===== src/rtl/punch_pkg.sv =====
// Shared definitions for the punch judge.
//   state_t  : judge FSM states
//   LED_*    : one-hot lamp pattern per zombie index (index 0 = no target)
//   SCORE_W  : hit counter width
//   led_of() : maps a zombie index to its lamp pattern
package punch_pkg;

  localparam int SCORE_W = 8;

  typedef enum logic [1:0] {
    S_IDLE,
    S_ARMED,
    S_RESULT,
    S_RELEASE
  } state_t;

  localparam logic [3:0] LED_OFF = 4'b0000;
  localparam logic [3:0] LED_Z1  = 4'b0010;
  localparam logic [3:0] LED_Z2  = 4'b0100;
  localparam logic [3:0] LED_Z3  = 4'b1000;

  function automatic logic [3:0] led_of(input logic [1:0] idx);
    case (idx)
      2'd1:    led_of = LED_Z1;
      2'd2:    led_of = LED_Z2;
      2'd3:    led_of = LED_Z3;
      default: led_of = LED_OFF;
    endcase
  endfunction

endpackage


===== src/rtl/punch_judge_if.sv =====
// Target handshake between the target generator (master) and the judge (slave).
//   tgt_valid : generator offers tgt_idx
//   tgt_idx   : zombie index, 1..3 legal, 0 is consumed and dropped
//   tgt_ready : judge can accept a target
interface punch_judge_if;
  logic       tgt_valid;
  logic [1:0] tgt_idx;
  logic       tgt_ready;

  modport master (output tgt_valid, output tgt_idx, input  tgt_ready);
  modport slave  (input  tgt_valid, input  tgt_idx, output tgt_ready);
endinterface


===== src/rtl/btn_debounce.sv =====
// One button channel: 2-flop synchronizer, debouncer and press detector.
//   clk, rst : system clock, asynchronous active-high reset
//   btn_raw  : raw asynchronous button
//   level    : debounced level; follows the synchronized input only after it
//              has differed for DEBOUNCE_CYCLES consecutive cycles
//   rise     : one-cycle pulse in the first cycle level reads 1
module btn_debounce #(
  parameter int DEBOUNCE_CYCLES = 625000
) (
  input  logic clk,
  input  logic rst,
  input  logic btn_raw,
  output logic level,
  output logic rise
);
  localparam int CNT_W = (DEBOUNCE_CYCLES > 1) ? $clog2(DEBOUNCE_CYCLES) : 1;

  logic             sync1_q, sync2_q;
  logic             level_q, level_d;
  logic             rise_q, rise_d;
  logic [CNT_W-1:0] cnt_q, cnt_d;

  // The counter only runs while the input disagrees with the accepted level;
  // any agreeing cycle restarts the stability interval.
  always_comb begin
    level_d = level_q;
    cnt_d   = '0;
    if (sync2_q != level_q) begin
      if (cnt_q == CNT_W'(DEBOUNCE_CYCLES - 1)) level_d = sync2_q;
      else                                      cnt_d   = cnt_q + 1'b1;
    end
    rise_d = level_d & ~level_q;
  end

  always_ff @(posedge clk or posedge rst) begin
    if (rst) begin
      sync1_q <= 1'b0;
      sync2_q <= 1'b0;
      level_q <= 1'b0;
      rise_q  <= 1'b0;
      cnt_q   <= '0;
    end else begin
      sync1_q <= btn_raw;
      sync2_q <= sync1_q;
      level_q <= level_d;
      rise_q  <= rise_d;
      cnt_q   <= cnt_d;
    end
  end

  assign level = level_q;
  assign rise  = rise_q;
endmodule


===== src/rtl/punch_judge.sv =====
// Whack-a-zombie judge: accepts a target, lights its lamp, then judges the
// first debounced press (or the window expiry) as a hit or a miss.
//   clk, rst  : system clock, asynchronous active-high reset
//   btn_raw   : raw punch buttons, bit0 = zombie 1 .. bit2 = zombie 3
//   tgt       : target handshake (slave side)
//   led       : one-hot lamp of the armed zombie, 0000 when none
//   hit, miss : one-cycle result pulses (timeout reports as miss)
//   score     : saturating hit count
module punch_judge
  import punch_pkg::*;
#(
  parameter int DEBOUNCE_CYCLES = 625000,
  parameter int WINDOW_CYCLES   = 62500000
) (
  input  logic               clk,
  input  logic               rst,
  input  logic [2:0]         btn_raw,
  punch_judge_if.slave       tgt,
  output logic [3:0]         led,
  output logic               hit,
  output logic               miss,
  output logic [SCORE_W-1:0] score
);
  localparam int WIN_W = (WINDOW_CYCLES > 1) ? $clog2(WINDOW_CYCLES) : 1;

  function automatic logic [SCORE_W-1:0] sat_inc(input logic [SCORE_W-1:0] v);
    return (v == {SCORE_W{1'b1}}) ? v : v + 1'b1;
  endfunction

  logic [2:0] level, press;

  for (genvar i = 0; i < 3; i++) begin : g_btn
    btn_debounce #(.DEBOUNCE_CYCLES(DEBOUNCE_CYCLES)) u_btn (
      .clk     (clk),
      .rst     (rst),
      .btn_raw (btn_raw[i]),
      .level   (level[i]),
      .rise    (press[i])
    );
  end

  state_t             state_q;
  logic               tgt_ready_q;
  logic [3:0]         led_q;
  logic               hit_q, miss_q;
  logic [SCORE_W-1:0] score_q;
  logic [WIN_W-1:0]   win_q;

  always_ff @(posedge clk or posedge rst) begin
    if (rst) begin
      state_q     <= S_IDLE;
      tgt_ready_q <= 1'b1;
      led_q       <= LED_OFF;
      hit_q       <= 1'b0;
      miss_q      <= 1'b0;
      score_q     <= '0;
      win_q       <= '0;
    end else begin
      hit_q  <= 1'b0;
      miss_q <= 1'b0;
      case (state_q)
        S_IDLE: begin
          // Index 0 completes the handshake but arms nothing.
          if (tgt.tgt_valid && tgt_ready_q && tgt.tgt_idx != 2'd0) begin
            led_q       <= led_of(tgt.tgt_idx);
            win_q       <= WIN_W'(WINDOW_CYCLES - 1);
            tgt_ready_q <= 1'b0;
            state_q     <= S_ARMED;
          end
        end
        S_ARMED: begin
          // The lamp bits above bit0 double as the expected press vector.
          // A press always wins over an expiring window.
          if (press != 3'b000) begin
            if (press == led_q[3:1]) begin
              hit_q   <= 1'b1;
              score_q <= sat_inc(score_q);
            end else begin
              miss_q <= 1'b1;
            end
            state_q <= S_RESULT;
          end else if (win_q == '0) begin
            miss_q  <= 1'b1;
            state_q <= S_RESULT;
          end else begin
            win_q <= win_q - 1'b1;
          end
        end
        S_RESULT: begin
          led_q   <= LED_OFF;
          state_q <= S_RELEASE;
        end
        S_RELEASE: begin
          // Wait for every button to be up so a held punch cannot be
          // reused against the next target.
          if (level == 3'b000) begin
            tgt_ready_q <= 1'b1;
            state_q     <= S_IDLE;
          end
        end
        default: state_q <= S_IDLE;
      endcase
    end
  end

  assign tgt.tgt_ready = tgt_ready_q;
  assign led           = led_q;
  assign hit           = hit_q;
  assign miss          = miss_q;
  assign score         = score_q;
endmodule


===== src/flat_wrapper.sv =====
// flat-port wrapper written by rule: the top's interface ports become plain ports
module punch_judge_flat import punch_pkg::*;
#(
  parameter int DEBOUNCE_CYCLES = 625000,
  parameter int WINDOW_CYCLES   = 62500000
)
  (clk, rst, btn_raw, led, hit, miss, score, tgt_tgt_valid, tgt_tgt_idx, tgt_tgt_ready);
  punch_judge_if tgt_i ();
  input  logic clk;
  input  logic rst;
  input  logic [2:0] btn_raw;
  output logic [3:0] led;
  output logic hit;
  output logic miss;
  output logic [SCORE_W-1:0] score;
  input wire logic [$bits(tgt_i.tgt_valid)-1:0] tgt_tgt_valid;
  input wire logic [$bits(tgt_i.tgt_idx)-1:0] tgt_tgt_idx;
  output wire logic [$bits(tgt_i.tgt_ready)-1:0] tgt_tgt_ready;
  assign tgt_i.tgt_valid = tgt_tgt_valid;
  assign tgt_i.tgt_idx = tgt_tgt_idx;
  assign tgt_tgt_ready = tgt_i.tgt_ready;
  punch_judge #(.DEBOUNCE_CYCLES(DEBOUNCE_CYCLES), .WINDOW_CYCLES(WINDOW_CYCLES)) u_core (.clk(clk), .rst(rst), .btn_raw(btn_raw), .tgt(tgt_i), .led(led), .hit(hit), .miss(miss), .score(score));
endmodule

===== config.mk =====
export PLATFORM = sky130hd
export DESIGN_NAME = punch_judge_flat
export DESIGN_NICKNAME = d
export VERILOG_FILES = /design/src/rtl/punch_pkg.sv /design/src/rtl/punch_judge_if.sv /design/src/rtl/btn_debounce.sv /design/src/rtl/punch_judge.sv /design/src/flat_wrapper.sv
export SDC_FILE = /design/constraint.sdc
export NUM_CORES = 1
export LEC_CHECK = 0
export BUFFER_PORTS_ARGS = -buffer_cell sky130_fd_sc_hd__buf_4
export CAP_MARGIN = 20
export CORE_MARGIN = 4
export CORE_UTILIZATION = 55
export CTS_CLUSTER_DIAMETER = 80
export DETAILED_ROUTE_END_ITERATION = 12
export HOLD_SLACK_MARGIN = 0.06
export MAX_ROUTING_LAYER = met4
export PLACE_DENSITY = 0.69
export SYNTH_ARGS = -nofsm -noshare
export SYNTH_HDL_FRONTEND = slang
export SYNTH_SLANG_ARGS = --single-unit
export TNS_END_PERCENT = 50

===== constraint.sdc =====
create_clock -name clk -period 4.4 [get_ports clk]
set_input_delay 0.44 -clock clk [delete_from_list [all_inputs] [get_ports clk]]
set_output_delay 0.44 -clock clk [all_outputs]
set_load 0.1 [all_outputs]

After elaboration in Yosys (flattened, before gate mapping)
Cells that the tools add are included.

Reduce and logical (&&, ||, !) cells: 15. Divide/modulo/power cells: 0. Shift-type cells: 0. Multiply operators: 0. Mux-type cells: 34. Bitwise logic cells: 7. Add/subtract/negate cells: 5. $lt $le $gt $ge: 0. Equality and inequality tests: 19.

Operators with widths (number): $mux 20 (6); $mux 26 (3); $add 20x1->20 const B (3); $eq 20x20->1 const B (3); $pmux 26 s2 (1); $logic_not 26->1 (1); $sub 26x1->26 const B (1); $mux 1 (15); $pmux 4 s3 (1); $add 8x1->8 const B (1); $eq 2x2->1 const B (4); $eq 8x8->1 const B (1); $mux 2 (4); $pmux 2 s4 (1); $pmux 4 s2 (1); $reduce_and 4->1 (2); $reduce_bool 2->1 (4); $reduce_and 3->1 (2); $eq 2x1->1 const B (2); $mux 4 (1); $ne 2x1->1 const B (2); $ne 2x2->1 const B (2); $not 1->1 (4); $and 1x1->1 (3); other kinds (9) (12).

Logic and storage cells: 102. Memories kept: 0. Bits in latches: 0. Memory bits (read-only): 0. RAM bits: 0. Input bits: 8. Output and inout port bits: 15. Bits in registers: 115.

Logic depth before layout (Yosys ltp)
Gate-level depths: netlist (run 1).

Depth in word-level cells: 4. Mapped depth: 9. Mapped depth without buffers: 7.

Modules after synthesis
Synthesis (run 1) repeated with hierarchy kept, for this count alone.

Cells, all modules: 601. Area, all modules: 5970.7 um^2.

By module, submodules not included: btn_debounce (sequential area each 600.6 um^2, cells an instance 118, area an instance 1188.6 um^2, times used 3); punch_judge (sequential area each 1052.3 um^2, cells an instance 247, area an instance 2404.8 um^2, times used 1).

Least setup slack after synthesis (run 1)
OpenSTA, ideal clock, no wires.

Kind: register to register. Start: register u_core.led_q[2], in the netlist u_core.led[2]. End: register u_core.score_q[3], in the netlist u_core.score[3]. Library setup time: 163 ps. Cell stages (with the launch flop): 6. Setup slack: 1915 ps. Data required time: 4237 ps. Clock period less this slack: 2485 ps. Data arrival time: 2322 ps. Path buffers: 0. Cell sequence: dfrtp_1 -> xor2_1 -> a2111oi_0 -> nand4_1 -> nor3_1 -> xor2_1.

Word-level cells in the longest chain between the ends: 2.

RTL lines: start: declaration (line punch_judge.sv:44) `logic [3:0] led_q;`; start signal: assignment (line punch_judge.sv:65) `led_q <= led_of(tgt.tgt_idx);`; $eq 3x3->1 (line punch_judge.sv:75) `if (press == led_q[3:1]) begin`; $reduce_and 4->1 (no line); end signal: assignment (line punch_judge.sv:77) `score_q <= sat_inc(score_q);`; end: declaration (line punch_judge.sv:46) `logic [SCORE_W-1:0] score_q;`.

No other way between the ends. A chain may end at the register's enable or synchronous reset.

Final worst setup path (run 1)
Start: register u_core.state_q[1]. End: register u_core.win_q[11].

Word-level cells in the longest chain between the ends: 3. Elaborated cells on any way between the ends: 8. Those cells by class: eq/ne (4); mux (1); reduce/logical (3).

RTL lines: start: declaration (line punch_judge.sv:42) `state_t state_q;`; start signal: assignment (line punch_judge.sv:51) `state_q <= S_IDLE;`; start signal: assignment (line punch_judge.sv:68) `state_q <= S_ARMED;`; start signal: assignment (line punch_judge.sv:81) `state_q <= S_RESULT;`; $eq 2x1->1 or $logic_not 2->1 (tied branches) (line punch_judge.sv:61) `case (state_q)`; $ne 2x2->1 (no line) (tied with other cells); $reduce_and 4->1 (no line); end signal: assignment (line punch_judge.sv:66) `win_q <= WIN_W'(WINDOW_CYCLES - 1);`; end signal: assignment (line punch_judge.sv:86) `win_q <= win_q - 1'b1;`; end: declaration (line punch_judge.sv:47) `logic [WIN_W-1:0] win_q;`.

Several ways; a longest one is shown, not always the timed one.

==> impl_metrics.toml, run 1 <==
[outcome]
status = "completed"

[synth]
synth_cell_types = 55
synthesis.area_per_instance_sq_um = 10.0
synth_cells = 560
synth_ff_type = "dfrtp_1"
ys_warn_count = 0
synth_area_leaders = "dfrtp_1 50%, xor2_1 7.2%, nor2_1 6.0%"
muxShareOfSynthArea_pct = 1.18
synth_top_family_by_area = "simple AND/OR/NAND/NOR gates"
synth_edf_count = 0
synth.largest_area_cell = "dfrtp_1"
synth_top_area_share_pct = 50.4
synth_seq_cells = 114
syn-cell-area_sq_um = 5610
synth_compound_area_share_pct = 6.31
yosys.area_share.xor_xnor_pct = 11.7
synthSimpleGateAreaFrac_pct = 25.6
yosysSeqAreaShare_pct = 50.9
synthAdderAreaFrac_pct = 2.01
syn-num-nets = 577
synthArstFlopShare_pct = 100

[floorplan]
start_util_pct = 56.9
die_h_um = 109
pin_count = 23
dieArea_sq_um = 11900
fp-row-count = 36
die-width_um = 109
coreArea_sq_um = 9860

[sta]
setup_violations = 0
final_max_slew_viol_count = 0
tns_ns = 0
rsz0062_at_grt = "false"
tightestPinTransition_ns = 0.998
max_freq_mhz = 348
hold_viol_final = 0
fin_skew_ns = 0.0104
period_share_pct = 65.2
relSlewSlack_pct = 32.9
min_period_ns = 2.87
fin_hold_ws_ns = 0.147

[routing]
wl_met3_um = 360
avgRoutedWirePerCell_um = 14.4
vias = 4133
ant_nets = 0
drc = 0
wl_met2_um = 5300
first_pass_iters = 4
wirelength_um = 10700
drtIter0Drc = 200
top_layer = "met4"
viasPerCell = 5.59
m1WireLength_um = 4850

[critical_path]
rr_endpoint = "u_core.win_q[11]"
regToRegStartpoint = "u_core.state_q[1]"
critPathRequiredTime_ns = 4.83
critPathMaxFanout = 13
r2r_cells = 7
r2r_slack_ns = 1.53
crit_arrival_ns = 3.30
start_kind = "flip-flop"
cp-end-kind = "flip-flop"
crit_type = "flip-flop to flip-flop"

[power_and_ir_drop]
powerDensity_nw_per_um2 = 369
power_leakage_nw = 2.81
irDropWorstVdd_uv = 354

[layout]
area_growth_pct = 15.8
fillers = 757
instances_no_fill = 739
n_antenna_cell = 0
multi_input_area_sq_um = 2630
seq_area_sq_um = 2850
drive_gt1_share_pct = 11.6
layout.nets = 610

[clocking]
cts_tree = "built"
clkSinkCount = 114
numCtsBuffers = 17
root_buffer = "clkbuf_8"
htree_num_levels = 4
clkSlewWorstSetupHoldPaths_ns = 0.06
cts_buffer_depth = 2
cts_resized = 0
clk-insertion-delay-late_ns = 0.52

[hold_path]
whs_path_depth = 2
min_from = "tgt_tgt_idx[0]"
hold_path.class = "input port to flip-flop"
min_to = "u_core.led[2]"

[global_routing]
globalRouteTotalUtil_pct = 20.6
grt_pass1_vias = 4037
grt_max_degree = 88
antenna_found_initial = 0
grt_pass1_wl_um = 18700
overflow = 0

[flow_run]
drv_cap = 0

[placement]
dp.cells = 702
dp_hpwl_um = 7030
gp_congestion = 0.844
port_buffers = 21
==> flip-flops by register name, indices dropped and copies added (netlist names), 2 cells and up <==
signal                      count
u_core.state_q                  2
u_core.g_btn.u_btn.rise         3
u_core.g_btn.u_btn.sync1_q      3
u_core.g_btn.u_btn.cnt_q       60
u_core.g_btn.u_btn.sync2_q      3
u_core.score                    8
u_core.led                      3
u_core.g_btn.u_btn.level        3
u_core.win_q                   26
==> final cells by class <==
class	count	area share [%]
flip-flops and latches	114	43.9
repair buffers	27	3.58
inverters	16	0.963
clock inverters	10	1.71
clock buffers	22	6.82
multi-input cells	417	40.4
well taps	133	2.56
==> timing repair <==
| action | CTS | global route |
|---|---|---|
| hold buffers | 3 | 1 |
| buffers inserted | 0 | 0 |
| endpoints found under the hold margin | 3 | 15 |
==> worst max path at each step <==
stage	startpoint	slack, ns	to
floorplan	rst	0.95	u_core.g_btn[0].u_btn.cnt_q[0]
global placement	u_core.state_q[1]	1.66	u_core.win_q[11]
detailed placement	u_core.state_q[1]	1.56	u_core.win_q[11]
CTS	u_core.state_q[1]	1.52	u_core.win_q[11]
global route	u_core.state_q[1]	1.24	u_core.win_q[11]
finish	u_core.state_q[1]	1.53	u_core.win_q[11]
==> metrics by stage <==
| step | total power, mW | setup slack, ns | instance area, sq um | utilization, % |
|---|---|---|---|---|
| 6_report | 2.40 | 1.53 | 6500 | 65.9 |
| 5_1_grt | 2.49 | 1.24 | 6500 | 65.9 |
| 4_1_cts | 2.42 | 1.52 | 6460 | 65.5 |
| 3_5_place_dp | 1.14 | 1.56 | 5880 | 59.6 |
| 3_3_place_gp | 1.14 | 1.66 | 5880 | 59.6 |
| 2_1_floorplan | 1.12 | 0.946 | 5610 | - |
==> worst max-delay path: stages, from the launching register on <==
cell and delay, ns:
dfrtp_1 0.40, inv_1 0.09, ha_1 0.31, or4b_1 0.48
a22oi_2 0.57, o211ai_1 0.33, or4_1 0.49, nand3_1 0.10
==> cell usage after synthesis (3+ instances only) <==
master and instances:
inv_1 16, nand3_1 26, nand2_1 46, buf_4 3
or3_1 11, and4_1 6, mux2_2 5, or4_4 3
o21ai_0 10, nor3_1 22, dfrtp_1 113, nor4_1 9
a41oi_1 3, nor2_1 89, o2111ai_1 3, a21oi_1 6
nor4b_1 4, xnor2_1 29, or4_1 11, nor3b_1 4
o211ai_1 4, clkbuf_1 8, and3_1 12, and2_1 3
nand4_1 19, xor2_1 46, ha_1 9, o31ai_1 4
==> cell families (layout without fill, tap and decap cells) <==
logic type      Yosys count  in the layout
other cells               1              1
compound gates           47             47
buf+inv                  29             75
fa+ha+maj                 9              9
xor+xnor                 75             75
flops                   114            114
simple gates            279            279
mux                       6              6
==> power breakdown <==
part / switching, mW / total [mW] / internal (mW)
registers: 0.00746 / 1.07 / 1.06
clock network: 0.459 / 1.27 / 0.815
logic: 0.0403 / 0.0579 / 0.0176
==> metal layers <==
layer	vias to the layer above	GRT usage [%]
li1	2042	-
met1	2011	25.8
met2	69	32.2
met3	11	5.03
met4	0	8.21
met5	-	-
==> cell usage in the layout (no fill, tap or decap), types with 5 or more instances in the layout <==
| cell type | synthesis | routed |
|---|---|---|
| dfrtp_1 | 113 | 113 |
| nor2_1 | 89 | 89 |
| nand2_1 | 46 | 46 |
| xor2_1 | 46 | 46 |
| xnor2_1 | 29 | 29 |
| nand3_1 | 26 | 26 |
| nor3_1 | 22 | 22 |
| buf_4 | 3 | 22 |
| nand4_1 | 19 | 19 |
| clkbuf_16 | 0 | 16 |
| inv_1 | 16 | 15 |
| and3_1 | 12 | 12 |
| or3_1 | 11 | 11 |
| or4_1 | 11 | 11 |
| o21ai_0 | 10 | 10 |
| nor4_1 | 9 | 9 |
| ha_1 | 9 | 9 |
| and4_1 | 6 | 6 |
| a21oi_1 | 6 | 6 |
| mux2_2 | 5 | 5 |
Power figures use the tool's default switching activity.
==> run 2: changes to the inputs <==
ABC_AREA = 1   (was not set)
PLACE_DENSITY = 0.72   (was 0.69)
clock period = 2.5 ns   (was 4.4 ns; I/O delays follow)
==> run 2 against run 1 <==
Compared with the run above:
- non-clock buffer count increased by 4
- count of clock-buffer cells in the layout increased by 1
- design area grew 15%
- final cell count rose by 45%
- setup slack got worse by 1.2 ns
- register-to-register slack worse by 1.2 ns
- critical path type unchanged
- die area rose by 14%
==> impl_metrics.toml, run 2 <==
[outcome]
status = "completed"

[placement]
gp_congestion = 0.947
post-place-ws_ns = 0.326
dp_hpwl_um = 9970
port_buffers = 21

[clocking]
cts_buffer_depth = 2
numCtsBuffers = 17
cts_setup_buffers = 0
clk-insertion-delay-late_ns = 0.41
cts_resized = 0
root_buffer = "clkbuf_16"
htree_num_levels = 4
clkSinkCount = 114
cts_tree = "built"
clkSlewWorstSetupHoldPaths_ns = 0.05
cts_hold_buffers = 4

[power_and_ir_drop]
power_leakage_nw = 3.48
p_int_mw = 3.49
power.total_mw = 4.40
swShare_pct = 20.8
clock_power_share_pct = 54.8
p_seq_share_pct = 42.7
p_sw_mw = 0.918
irDropWorstVdd_uv = 941
p_comb_share_pct = 2.5
powerDensity_nw_per_um2 = 592

[sta]
worst_slack_ns = 0.302
tns_ns = 0
max_freq_mhz = 455
fin_skew_ns = 0.00427
final_max_slew_viol_count = 0
relSlewSlack_pct = 54.2
rsz0062_at_grt = "false"
hold_viol_final = 0
setup_violations = 0
period_share_pct = 87.9
min_period_ns = 2.20
tightestPinTransition_ns = 0.686

[critical_path]
crit_chain = "inv_1 > ha_1 > nand2_2 > inv_2 > nand2_1 > nor2_4 > nand3_2 > nand3_2 > o21ai_0"
r2r_cells = 9
crit_type = "flip-flop to flip-flop"
cp_common_cell = "nand3_2"
rr_endpoint = "u_core.win_q[6]"
critPathMaxFanout = 39
regToRegStartpoint = "u_core.win_q[0]"
cp_top_family = "simple AND/OR/NAND/NOR gates"
crit_slowest_cell = "nand3_2"
start_kind = "flip-flop"
crit_start = "u_core.win_q[0]"
crit_arrival_ns = 2.50
critPathBufInv = 2
critPathRequiredTime_ns = 2.80
r2r_slack_ns = 0.30
crit_path_max_incr_delay_ns = 0.53
cp-end-kind = "flip-flop"

[hold_path]
whs_path_depth = 3
min_to = "u_core.led[3]"
hold_path.class = "input port to flip-flop"
min_from = "tgt_tgt_idx[1]"

[floorplan]
fp-row-count = 39
die_h_um = 116
start_util_pct = 56.3
dieArea_sq_um = 13500
pin_count = 23
die-width_um = 116
coreArea_sq_um = 11500

[synth]
syn-cell-area_sq_um = 6450
synth_cell_types = 34
ys_warn_count = 0
synth_area_leaders = "dfrtp_1 44%, nand2_1 13%, nor2_1 9.3%"
yosysMostFrequentCell = "nand2_1"
synth_seq_cells = 114
synth_common_cells = "217 x nand2_1, 160 x nor2_1, 113 x dfrtp_1"
synth_cells = 876
yosysSeqAreaShare_pct = 44.2
synthArstFlopShare_pct = 100
synthesis.area_per_instance_sq_um = 7.37
synth_ff_type = "dfrtp_1"
syn-num-nets = 893
synth_edf_count = 0
synth.largest_area_cell = "dfrtp_1"
synth_top_area_share_pct = 43.8

[flow_run]
drv_cap = 0

[routing]
drc = 0
viasPerCell = 5.36
wirelength_um = 14100
ant_nets = 0
avgRoutedWirePerCell_um = 13.2
drtIter0Drc = 440
first_pass_iters = 5
vias = 5743

[global_routing]
globalRouteTotalUtil_pct = 23.3
grt_pass1_wl_um = 24500
antenna_found_initial = 0
overflow = 0
grt_pass1_vias = 5454
grt_max_degree = 46

[layout]
most-common-layout-cells = "217 x nand2_1, 160 x nor2_1, 113 x dfrtp_1, 90 x inv_1, 66 x nand3_1"
fillers = 969
largest_reg_flops = 60
area_growth_pct = 15.3
largest-register = "u_core.g_btn.u_btn.cnt_q"
drive_gt1_share_pct = 8.62
final_common_cell = "nand2_1"
n_antenna_cell = 0
layout.nets = 932
-- run 2: tightest hold or removal path, cell delays in order --
cell	delay [ns]
buf_4	0.09
nand4_1	0.08
o21ai_0	0.07
-- run 2: power groups by stage --
| stage | sequential [mW] | combinational [mW] | clock, mW |
|---|---|---|---|
| floorplan | 1.91 | 0.0705 | 0 |
| global placement | 1.91 | 0.107 | 0 |
| detailed placement | 1.91 | 0.111 | 0 |
| CTS | 1.88 | 0.116 | 2.46 |
| global route | 1.88 | 0.131 | 2.55 |
| finish | 1.88 | 0.112 | 2.41 |
-- run 2: stage by stage --
step           cells  cell area, sq um  hold slack [ns]  utilization, %
2_1_floorplan    876              6460            0.281               -
3_3_place_gp    1035              6800            0.336            59.3
3_5_place_dp    1035              6800            0.337            59.3
4_1_cts         1071              7440            0.106            64.9
5_1_grt         1071              7440            0.118            64.9
6_report        1071              7440            0.115            64.9
-- run 2: cell families (layout without fill, tap and decap cells) --
family | Yosys count | in the layout | synth area share [%]
AOI/OAI and AO/OA | 50 | 50 | 3.95
xor gates and xnor gates | 44 | 44 | 5.97
adders and majority gates | 9 | 9 | 1.74
buffers and inverters | 106 | 158 | 6.53
DFF | 114 | 114 | 44.2
other | 1 | 1 | 0.0581
and+or+nand+nor | 552 | 552 | 37.5
-- run 2: worst max-delay path by stage --
stage / endpoint / slack, ns / depth (start not counted)
global route: u_core.win_q[6] / 0.09 / 9
CTS: u_core.win_q[6] / 0.29 / 9
floorplan: u_core.score[0] / 0.29 / 8
finish: u_core.win_q[6] / 0.30 / 9
global placement: u_core.win_q[5] / 0.44 / 9
detailed placement: u_core.win_q[6] / 0.33 / 9
-- run 2: cell type report --
cell class | instances | area [sq um] | share of cell area, %
multi-input cells | 656 | 3180 | 42.7
well taps | 143 | 179 | 2.40
clock buffers | 23 | 498 | 6.69
clock inverters | 9 | 103 | 1.38
repair buffers | 31 | 268 | 3.60
inverters | 95 | 360 | 4.84
flip-flops and latches | 114 | 2850 | 38.4
-- run 2: routing by layer --
metal | GRT usage (%) | vias up | part of all wire [%]
li1 | - | 2895 | -
met1 | 30.0 | 2674 | 46
met2 | 36.4 | 160 | 48
met3 | 6.22 | 14 | 6.0
met4 | 6.81 | 0 | 0.71
met5 | - | - | 0
==> run 3: changes to the inputs <==
ABC_AREA = 0   (was 1)
==> run 3 against run 2 <==
Compared with the run above:
- global-route usage decreased by 1.4 points
- register-to-register slack got worse by 0.23 ns
- final cell count decreased by 29%
- critical path depth decreased by 2
- hold slack improved by 0.24 ns
- fmax decreased by 9.6%
- critical path type unchanged
- largest cell class is now sequential cells
- highest routed layer unchanged
==> impl_metrics.toml, run 3 (synthesis gave the netlist of run 1 again) <==
[outcome]
status = "completed"

[global_routing]
overflow = 0
globalRouteTotalUtil_pct = 21.9
grt_pass1_vias = 4334
globalRouteMet3Util_pct = 5.62
grt-busiest-layer = "met2"
antenna_found_initial = 0
grt_max_degree = 69
use_met1_pct = 26.9
met2_usage_pct = 35.5
grt_pass1_wl_um = 20100

[layout]
fillers = 749
largest-register = "u_core.g_btn.u_btn.cnt_q"
most-common-layout-cells = "113 x dfrtp_1, 89 x nor2_1, 46 x nand2_1, 46 x xor2_1, 41 x buf_4"
layout.nets = 634
area_growth_pct = 19.4
n_antenna_cell = 0
largest_reg_flops = 60
drive_gt1_share_pct = 14.6
instances_no_fill = 763
final_common_cell = "dfrtp_1"

[routing]
drc = 0
wirelength_um = 11200
avgRoutedWirePerCell_um = 14.7
viasPerCell = 5.54
ant_nets = 0
drtIter0Drc = 245
vias = 4224
first_pass_iters = 4

[power_and_ir_drop]
irDropWorstVdd_uv = 548
powerDensity_nw_per_um2 = 625
power_leakage_nw = 2.92
power.total_mw = 4.19

[sta]
setup_violations = 0
fin_skew_ns = 0.00547
final_max_slew_viol_count = 0
worst_slack_ns = 0.0690
rsz0062_at_grt = "true"
period_share_pct = 97.2
max_freq_mhz = 411
relSlewSlack_pct = 60.9
tightestPinTransition_ns = 0.582
min_period_ns = 2.43
hold_viol_final = 0

[clocking]
root_buffer = "clkbuf_8"
numCtsBuffers = 17
clk-insertion-delay-late_ns = 0.52
clkSlewWorstSetupHoldPaths_ns = 0.05
cts_tree = "built"
htree_num_levels = 4
clkSinkCount = 114
cts_buffer_depth = 2

[placement]
dp_hpwl_um = 7590
port_buffers = 21
dp.cells = 722
gp_congestion = 0.890
post-place-ws_ns = 0.0393

[floorplan]
coreArea_sq_um = 9860
start_util_pct = 56.9
dieArea_sq_um = 11900
die_h_um = 109
fp-row-count = 36
pin_count = 23
die-width_um = 109

[critical_path]
cp-end-kind = "flip-flop"
rr_endpoint = "u_core.win_q[10]"
crit_slowest_cell = "or4_4"
crit_path_max_incr_delay_ns = 0.50
r2r_slack_ns = 0.07
crit_arrival_ns = 2.82
crit_chain = "inv_1 > ha_1 > or4b_1 > or4_4 > o211ai_4 > nor3_1 > or3b_1"
start_kind = "flip-flop"
crit_type = "flip-flop to flip-flop"
r2r_cells = 7
critPathRequiredTime_ns = 2.88
regToRegStartpoint = "u_core.state_q[1]"
critPathMaxFanout = 8

[hold_path]
min_from = "u_core.g_btn[2].u_btn.sync1_q"
whs_path_depth = 0
hold_path.class = "flip-flop to flip-flop"
min_to = "u_core.g_btn[2].u_btn.sync2_q"

[flow_run]
drv_cap = 0
## run 3: cell types whose count changed in the layout (fill, tap and decap cells not counted), moves of 12 or more
cell / before / now
buf_4: 25 / 41
xnor2_1: 6 / 29
nor3_1: 35 / 22
inv_1: 90 / 15
nand4_1: 31 / 19
nand2_1: 217 / 46
nor2_1: 160 / 89
o21ai_0: 33 / 10
nand3_1: 66 / 26
## run 3: worst max-delay path, delay by kind of cell (launching register included)
| family | cells | cell delay, ns |
|---|---|---|
| compound gates | 1 | 0.22 |
| fa+ha+maj | 1 | 0.20 |
| simple gates | 4 | 1.38 |
| buf+inv | 1 | 0.09 |
| flops | 1 | 0.41 |
## run 3: final cells by class
cell class / count / area, sq um / share of cell area, %
tap: 133 / 166 / 2.49
timing repair buffer: 51 / 429 / 6.41
clock buffer: 23 / 467 / 6.97
clock inverter: 9 / 81.3 / 1.21
inverter: 16 / 63.8 / 0.953
sequential: 114 / 2850 / 42.6
multi-input combinational: 417 / 2640 / 39.3
## run 3: worst max-delay path by stage
stage                      startpoint          endpoint  slack, ns  cells past startpoint
finish              u_core.state_q[1]  u_core.win_q[10]       0.07                      7
global route        u_core.state_q[1]  u_core.win_q[17]     -0.007                      8
CTS                 u_core.state_q[1]  u_core.win_q[10]       0.03                      7
global placement    u_core.state_q[1]  u_core.win_q[10]       0.12                      7
detailed placement  u_core.state_q[1]  u_core.win_q[10]       0.04                      7
floorplan               u_core.led[2]   u_core.score[3]       0.02                      5
## run 3: per-stage QoR
stage / hold WS [ns] / TNS, ns / area, sq um / utilization [%]
2_1_floorplan: 0.281 / 0 / 5610 / -
3_3_place_gp: 0.340 / 0 / 6050 / 61.4
3_5_place_dp: 0.342 / 0 / 6050 / 61.4
4_1_cts: 0.352 / 0 / 6670 / 67.6
5_1_grt: 0.363 / -0.0137 / 6700 / 67.9
6_report: 0.352 / 0 / 6700 / 67.9
## run 3: timing repair
item,in CTS,in global routing
gates resized for setup,0,2
setup endpoints to repair,0,8
hold buffers,7,0
hold endpoints to repair,119,0
setup buffers,0,2
## run 3: report_power, final
group / internal [mW] / switching, mW
Sequential: 1.86 / 0.0134
Combinational: 0.0373 / 0.0721
Clock: 1.39 / 0.812
Total: 3.29 / 0.898
## run 3: layer usage
layer	share of wire (%)	vias up	routed length, um
met5	0	-	0
met4	1.4	0	155
met3	3.2	18	360
met2	51	56	5730
met1	44	2073	4990
li1	-	2077	-
